**config.mk**
```make
export PLATFORM = sky130hd
export DESIGN_NAME = ctech_lib_clk_div_prog
export DESIGN_NICKNAME = d
export VERILOG_FILES = /design/src/rtl/ctech_lib_clk_div_prog.sv
export SDC_FILE = /design/constraint.sdc
export NUM_CORES = 1
export LEC_CHECK = 0
export ABC_AREA = 1
export BUFFER_PORTS_ARGS = -buffer_cell sky130_fd_sc_hd__buf_2
export CORE_MARGIN = 5
export CORE_UTILIZATION = 50
export DETAILED_ROUTE_END_ITERATION = 16
export MAX_ROUTING_LAYER = met4
export PLACE_DENSITY = 0.73
export SLEW_MARGIN = 20
export SYNTH_ARGS = -nofsm -noshare
export SYNTH_HDL_FRONTEND = slang
export SYNTH_SLANG_ARGS = --single-unit
```
**constraint.sdc**
```tcl
create_clock -name clk -period 1.5 [get_ports clk]
set_input_delay 0.3 -clock clk [delete_from_list [all_inputs] [get_ports clk]]
set_output_delay 0.3 -clock clk [all_outputs]
set_load 0.01 [all_outputs]
```
**src/rtl/ctech_lib_clk_div_prog.sv**
```systemverilog
// Programmable multi-channel clock divider with glitch-free start, stop and ratio change.
// Latency: clkout rises 1 clk after en is sampled high; ratio updates apply at period boundaries.
// Backpressure: none; en is level-sensitive and a stop waits for the current period to finish.
module ctech_lib_clk_div_prog #(
    parameter int NUM_CH = 2,
    parameter int DIV_W  = 4
) (
    input  logic                      clk,
    input  logic                      rst,
    input  logic [NUM_CH-1:0]         en,
    input  logic [NUM_CH*DIV_W-1:0]   div_ratio,
    output logic [NUM_CH-1:0]         clkout,
    output logic [NUM_CH-1:0]         div_active
);

    typedef enum logic {
        IDLE = 1'b0,
        RUN  = 1'b1
    } state_e;

    localparam logic [DIV_W-1:0] R_MIN = DIV_W'(2);
    localparam logic [DIV_W-1:0] ONE   = DIV_W'(1);

    state_e           state_q [NUM_CH];
    state_e           state_d [NUM_CH];
    logic [DIV_W-1:0] cnt_q   [NUM_CH];
    logic [DIV_W-1:0] cnt_d   [NUM_CH];
    logic [DIV_W-1:0] r_act_q [NUM_CH];
    logic [DIV_W-1:0] r_act_d [NUM_CH];
    logic [NUM_CH-1:0] clkout_q;
    logic [NUM_CH-1:0] clkout_d;

    // Ratios below 2 cannot produce both a high and a low phase, so they run as 2.
    function automatic logic [DIV_W-1:0] clamp_ratio(input logic [DIV_W-1:0] r);
        return (r < R_MIN) ? R_MIN : r;
    endfunction

    // Number of high cycles per period: ceil(R/2), one bit wider to avoid overflow.
    function automatic logic [DIV_W:0] high_len(input logic [DIV_W-1:0] r);
        return ({1'b0, r} + {{DIV_W{1'b0}}, 1'b1}) >> 1;
    endfunction

    // Per-channel next state: idle/run control, period counter and registered clkout.
    always_comb begin
        for (int i = 0; i < NUM_CH; i++) begin
            state_d[i]  = state_q[i];
            cnt_d[i]    = cnt_q[i];
            r_act_d[i]  = r_act_q[i];
            clkout_d[i] = clkout_q[i];
            case (state_q[i])
                IDLE: begin
                    cnt_d[i]    = '0;
                    clkout_d[i] = 1'b0;
                    if (en[i]) begin
                        state_d[i]  = RUN;
                        r_act_d[i]  = clamp_ratio(div_ratio[i*DIV_W +: DIV_W]);
                        clkout_d[i] = 1'b1;
                    end
                end
                RUN: begin
                    if (cnt_q[i] == r_act_q[i] - ONE) begin
                        // Boundary: clkout is already low here, so stopping or reloading is glitch-free.
                        cnt_d[i] = '0;
                        if (en[i]) begin
                            r_act_d[i]  = clamp_ratio(div_ratio[i*DIV_W +: DIV_W]);
                            clkout_d[i] = 1'b1;
                        end else begin
                            state_d[i]  = IDLE;
                            clkout_d[i] = 1'b0;
                        end
                    end else begin
                        cnt_d[i]    = cnt_q[i] + ONE;
                        clkout_d[i] = ({1'b0, cnt_d[i]} < high_len(r_act_q[i]));
                    end
                end
                default: begin
                    state_d[i]  = IDLE;
                    cnt_d[i]    = '0;
                    clkout_d[i] = 1'b0;
                end
            endcase
        end
    end

    // Channel state registers; reset drops clkout immediately without waiting for clk.
    always_ff @(posedge clk or posedge rst) begin
        if (rst) begin
            for (int i = 0; i < NUM_CH; i++) begin
                state_q[i] <= IDLE;
                cnt_q[i]   <= '0;
                r_act_q[i] <= R_MIN;
            end
            clkout_q <= '0;
        end else begin
            for (int i = 0; i < NUM_CH; i++) begin
                state_q[i] <= state_d[i];
                cnt_q[i]   <= cnt_d[i];
                r_act_q[i] <= r_act_d[i];
            end
            clkout_q <= clkout_d;
        end
    end

    // Status mirrors the run state directly.
    always_comb begin
        div_active = '0;
        for (int i = 0; i < NUM_CH; i++) begin
            div_active[i] = (state_q[i] == RUN);
        end
    end

    assign clkout = clkout_q;

endmodule

```
# ---- After elaboration in Yosys (flattened, before gate mapping)
# Index checks and enable logic that the tools add are counted.
# W data, S select, Z words.
dict set report totals {
  mem_count 0
  ff_bits 20
  mem_bits_rw 0
  inputBits 12
  latchBits 0
  mem_bits_ro 0
}
dict set report op_classes {
  bitwise 2
  shifts 0
  n_addsub 6
  multipliers 0
  muxes 22
  reduce_logical 0
  div_mod_pow 0
  order_cmp 4
  n_eq_ne 4
}
# cell count
set op_table {}
lappend op_table {{$mux W4} 8}
lappend op_table {{$pmux W4 S2} 4}
lappend op_table {{$add A4 B1 Y5 const B} 2}
lappend op_table {{$add A4 B1 Y4 const B} 2}
lappend op_table {{$eq A4 B4 Y1} 2}
lappend op_table {{$lt A4 B2 Y1 const B} 2}
lappend op_table {{$lt A4 B4 Y1} 2}
lappend op_table {{$pmux W1 S2} 4}
lappend op_table {{$sub A4 B1 Y4 const B} 2}
lappend op_table {{$mux W1} 6}
lappend op_table {{$ne A2 B1 Y1 const B} 2}
lappend op_table {{$not A1 Y1} 2}

# ---- Longest topological paths before layout
dict set report depth {
  word_depth 5
  mapped_depth 12
  mapped_depth_nobuf 12
}

# ---- Least setup slack after synthesis
# Ideal clock, no wire load.
dict set report synth_path {
  path_type {reg-to-reg}
  start {register r_act_q[1] (netlist name)}
  end {register r_act_q[0] (netlist name)}
  setup_slack_ns -0.132
  t_arrival_ns 1.515
  stages_incl_launch_ff 13
  setup_time_ns 0.117
  period_less_slack_ns 1.632
  required_ns 1.383
  path_buffers 0
  cell_sequence {dfstp_2 -> inv_1 -> ha_1 -> nand2_1 -> inv_1 -> nor2_1 -> nand2_1 -> nor2_1 -> nand2_1 -> nand2_2 -> nand2_1 -> nand2_1 -> nand2_1}
}
dict set report synth_via {
  elab_chain_cells 3
}
# element line_no
set synth_rtl {}
lappend synth_rtl {{from (decl)} 28} ;# logic [DIV_W-1:0] r_act_q [NUM_CH];
lappend synth_rtl {{from (signal, indexed assignment)} 98} ;# r_act_q[i] <= r_act_d[i];
lappend synth_rtl {{$sub A4 B1 Y4} 61} ;# if (cnt_q[i] == r_act_q[i] - ONE) begin
lappend synth_rtl {{$eq A4 B4 Y1} 61}
lappend synth_rtl {{$ne A2 B1 Y1 (no source line)} --}
# No other way between the ends.
# A chain may end at the register's enable or synchronous reset.

# ---- Final worst setup path
# Ends and elaborated chain as after synthesis.

==> flow_results.xml <==
<?xml version="1.0" encoding="UTF-8"?>
<metrics>
  <group name="cts">
    <metric name="cts_root_buf" unit="">clkbuf_4</metric>
    <metric name="clock_tree.htree_level_count" unit="">1</metric>
    <metric name="tritoncts" unit="">yes</metric>
    <metric name="worst_setup_hold_path_clk_slew" unit="ns">0.12</metric>
    <metric name="max-clock-path-buffers" unit="">2</metric>
    <metric name="clock_insertion_delay_worst_skew" unit="ns">0.30</metric>
    <metric name="tritoncts.num_buffers" unit="">3</metric>
    <metric name="number_of_clock_sinks" unit="">20</metric>
  </group>
  <group name="power">
    <metric name="finalPower" unit="mW">4.94</metric>
    <metric name="worst_ir_drop_vdd" unit="mV">1.73</metric>
    <metric name="p_per_area" unit="nW/um^2">2700</metric>
    <metric name="p_leak" unit="nW">0.940</metric>
  </group>
  <group name="timing">
    <metric name="finalSetupTns" unit="ns">-2.58</metric>
    <metric name="finalClockSkew" unit="ns">0.00994</metric>
    <metric name="grt_setup_unrepaired" unit="">yes</metric>
    <metric name="maxSlewViolCount" unit="">0</metric>
    <metric name="layout_setup_ws" unit="ns">-0.162</metric>
    <metric name="finalSetupViolCount" unit="">20</metric>
    <metric name="final-hold-violation-count" unit="">0</metric>
    <metric name="worstMarginPinSlew" unit="ns">0.324</metric>
    <metric name="finalHoldWorstSlack" unit="ns">0.242</metric>
    <metric name="clock.fmax" unit="GHz">0.602</metric>
    <metric name="timing.slew.headroom" unit="">0.784</metric>
    <metric name="final_min_period_over_clock_period" unit="">1.11</metric>
    <metric name="min_period" unit="ns">1.66</metric>
  </group>
  <group name="routing">
    <metric name="vias_per_cell" unit="">4.94</metric>
    <metric name="wl_per_cell" unit="um">12.0</metric>
    <metric name="routed_wirelength" unit="um">2960</metric>
    <metric name="dr_total_vias" unit="">1216</metric>
    <metric name="postRouteAntennaNets" unit="">0</metric>
    <metric name="detail_route.drc_violations" unit="">0</metric>
    <metric name="drt_pass1_iterations" unit="">4</metric>
    <metric name="first_iter_violations" unit="">13</metric>
  </group>
  <group name="outcome">
    <metric name="violations" unit="">negative setup slack</metric>
    <metric name="status" unit="">finished with violations</metric>
  </group>
  <group name="logic_synthesis">
    <metric name="postSynthAreaPerCell" unit="sq um">7.63</metric>
    <metric name="post-synth-top-area-cell" unit="">dfrtp_1</metric>
    <metric name="yosys.area.top_type_share" unit="">0.334</metric>
    <metric name="netlist_top_cells_area" unit="">dfrtp_1 33%, nand2_1 15%, ha_1 11%</metric>
    <metric name="mappedNetlistNets" unit="">201</metric>
    <metric name="cell_area_after_synthesis" unit="sq um">1350</metric>
    <metric name="synth.yosys.seq_area_share" unit="">0.373</metric>
    <metric name="ys_types" unit="">22</metric>
    <metric name="postSynthCellCount" unit="">177</metric>
    <metric name="synth-edff-count" unit="">0</metric>
    <metric name="synthArstFlopShare" unit="">1.00</metric>
    <metric name="synthesis.yosys.warnings" unit="">0</metric>
    <metric name="ys_ff_latch" unit="">20</metric>
    <metric name="synthFlopType" unit="">dfrtp_1</metric>
  </group>
  <group name="critical_path">
    <metric name="max_stage_delay" unit="ns">0.56</metric>
    <metric name="end_kind" unit="">register</metric>
    <metric name="timing.critical_path.from_type" unit="">register</metric>
    <metric name="setup.worst_path.class" unit="">register to register</metric>
    <metric name="critical_path_peak_fanout" unit="">5</metric>
    <metric name="path_cells" unit="">inv_2 -&gt; ha_4 -&gt; nand2_2 -&gt; inv_2 -&gt; nor2_2 -&gt; nand2_1 -&gt; nor2_1 -&gt; nand2_1 -&gt; nand2_2 -&gt; buf_6 -&gt; nand3_2 -&gt; nand2_1</metric>
    <metric name="critical-path-slowest-cell" unit="">dfstp_2</metric>
    <metric name="timing.critical_path.required" unit="ns">1.74</metric>
    <metric name="arrival" unit="ns">1.90</metric>
    <metric name="path_common_cell" unit="">nand2_1</metric>
  </group>
  <group name="cells_and_area">
    <metric name="area.sequential" unit="sq um">503</metric>
    <metric name="fillers" unit="">181</metric>
    <metric name="multi_input_comb_area" unit="sq um">871</metric>
    <metric name="final_layout_size_suffix_gt1_frac" unit="">0.394</metric>
    <metric name="area_growth" unit="%">35.5</metric>
    <metric name="final_nets" unit="">241</metric>
    <metric name="num_antenna_cells" unit="">0</metric>
  </group>
  <group name="global_routing">
    <metric name="first_global_vias" unit="">1243</metric>
    <metric name="track_usage" unit="">0.184</metric>
    <metric name="grt_overflow" unit="">0</metric>
    <metric name="grt_antenna_before_repair" unit="">0</metric>
    <metric name="grt_first_pass_wirelength" unit="um">5150</metric>
    <metric name="grt_start_max_net_pins" unit="">21</metric>
  </group>
  <group name="placed_design">
    <metric name="place_hpwl" unit="um">2230</metric>
    <metric name="globalplace.congestion" unit="">0.797</metric>
    <metric name="io_buffer_count" unit="">15</metric>
  </group>
  <group name="floorplan">
    <metric name="chipHeight" unit="um">62.0</metric>
    <metric name="design.portCount" unit="">16</metric>
    <metric name="initial_core_util" unit="">0.535</metric>
    <metric name="chipWidth" unit="um">62.0</metric>
    <metric name="row_count" unit="">18</metric>
    <metric name="die_area" unit="sq um">3840</metric>
    <metric name="core_region_area" unit="sq um">2520</metric>
  </group>
  <group name="hold_path">
    <metric name="hold_path.class" unit="">input pin to register</metric>
  </group>
  <group name="run">
    <metric name="maxCapViolations" unit="">0</metric>
  </group>
</metrics>
[repair_timing]
item	4_1_cts	5_1_grt
endpoints found under the hold margin	10	0
hold buffers	1	0
setup endpoints to repair	20	20
pin swaps	7	5
buffers inserted	3	1
resized for setup	25	11
[placed cells by master (no fill, tap or decap), drive strengths merged]
cell          n
dlygate4sd3   1
a21oi         4
buf          38
nor2         16
nand3b        1
o21ai         4
nand2        58
dfrtp        18
ha           12
xor2          4
clkbuf        3
nor3          1
dfstp         2
o21bai        2
nand3        19
bufinv        1
inv          24
o31a          2
xnor2         6
[path summary, 6_finish.rpt]
check                                       start                     end  slack, ns  cells after the start
hold / removal                       div_ratio[2]  r_act_q[6]$_DFFE_PP0P_       0.24                      3
min in group asynchronous                     rst  r_act_q[7]$_DFFE_PP0P_       0.56                      4
max in group asynchronous                     rst  r_act_q[1]$_DFFE_PP1P_       0.67                      4
setup reg to reg           r_act_q[1]$_DFFE_PP1P_  r_act_q[0]$_DFFE_PP0P_      -0.16                     12
hold reg to reg                cnt_q[0]$_DFF_PP0_      cnt_q[0]$_DFF_PP0_       0.49                      1
setup / recovery           r_act_q[1]$_DFFE_PP1P_  r_act_q[0]$_DFFE_PP0P_      -0.16                     12
[worst max-delay path: cells and delay by family, from the launching register on]
| kind | cells | cell delay (ns) |
|---|---|---|
| buf+inv | 3 | 0.21 |
| flops | 1 | 0.56 |
| simple gates | 8 | 0.60 |
| fa+ha+maj | 1 | 0.22 |
[report_power, final]
part / total, mW / switching [mW] / internal, mW
combinational: 3.36 / 1.71 / 1.65
clock: 0.439 / 0.169 / 0.270
sequential: 1.14 / 0.302 / 0.838
total: 4.94 / 2.18 / 2.76
[through the flow]
stage	worst slack [ns]	instance area (sq um)	instances	utilization
3_3_place_gp	-0.118	1590	237	0.630
6_report	-0.162	1830	246	0.725
3_5_place_dp	-0.175	1590	237	0.630
5_1_grt	-0.239	1830	246	0.725
2_1_floorplan	-0.0142	1380	177	-
4_1_cts	-0.174	1780	245	0.705
[cell usage after synthesis, types with 2 or more instances]
master    count
a21oi_1       4
buf_6         4
dfrtp_1      18
dfstp_2       2
ha_1         12
inv_1        20
inv_2         3
nand2_1      55
nand2_2       3
nand3_1      19
nor2_1       15
o21ai_0       2
o21bai_1      2
o31a_1        2
xnor2_1       6
xor2_1        4
[cell type report]
type / instances / share of cell area
timing repair buffer: 39 / 0.149
tap: 30 / 0.0205
sequential: 20 / 0.275
clock inverter: 1 / 0.0164
clock buffer: 3 / 0.0123
inverter: 24 / 0.0506
multi-input combinational: 129 / 0.476
[routing by layer]
| metal | share of wire | vias up | global-route usage |
|---|---|---|---|
| met5 | 0 | - | - |
| met4 | 0.020 | 0 | 0.0636 |
| met3 | 0.022 | 8 | 0.0289 |
| met2 | 0.58 | 14 | 0.342 |
| met1 | 0.38 | 562 | 0.193 |
| li1 | - | 632 | - |
[flip-flops by register name, summed over array words and instances, names as in the netlist]
| register | flops |
|---|---|
| cnt_q | 8 |
| r_act_q | 8 |
| clkout | 2 |
| div_active | 2 |
[kinds of logic (layout without fill, tap and decap cells)]
kind of cell	Yosys count	count (layout)	synth area share
AOI/OAI and AO/OA	12	12	0.0565
buffers and inverters	28	67	0.102
DFF	20	20	0.373
adders and majority gates	12	12	0.111
xor gates and xnor gates	10	10	0.0649
and+or+nand+nor	95	95	0.293
Note: power is estimated with default switching activity, not from simulation.
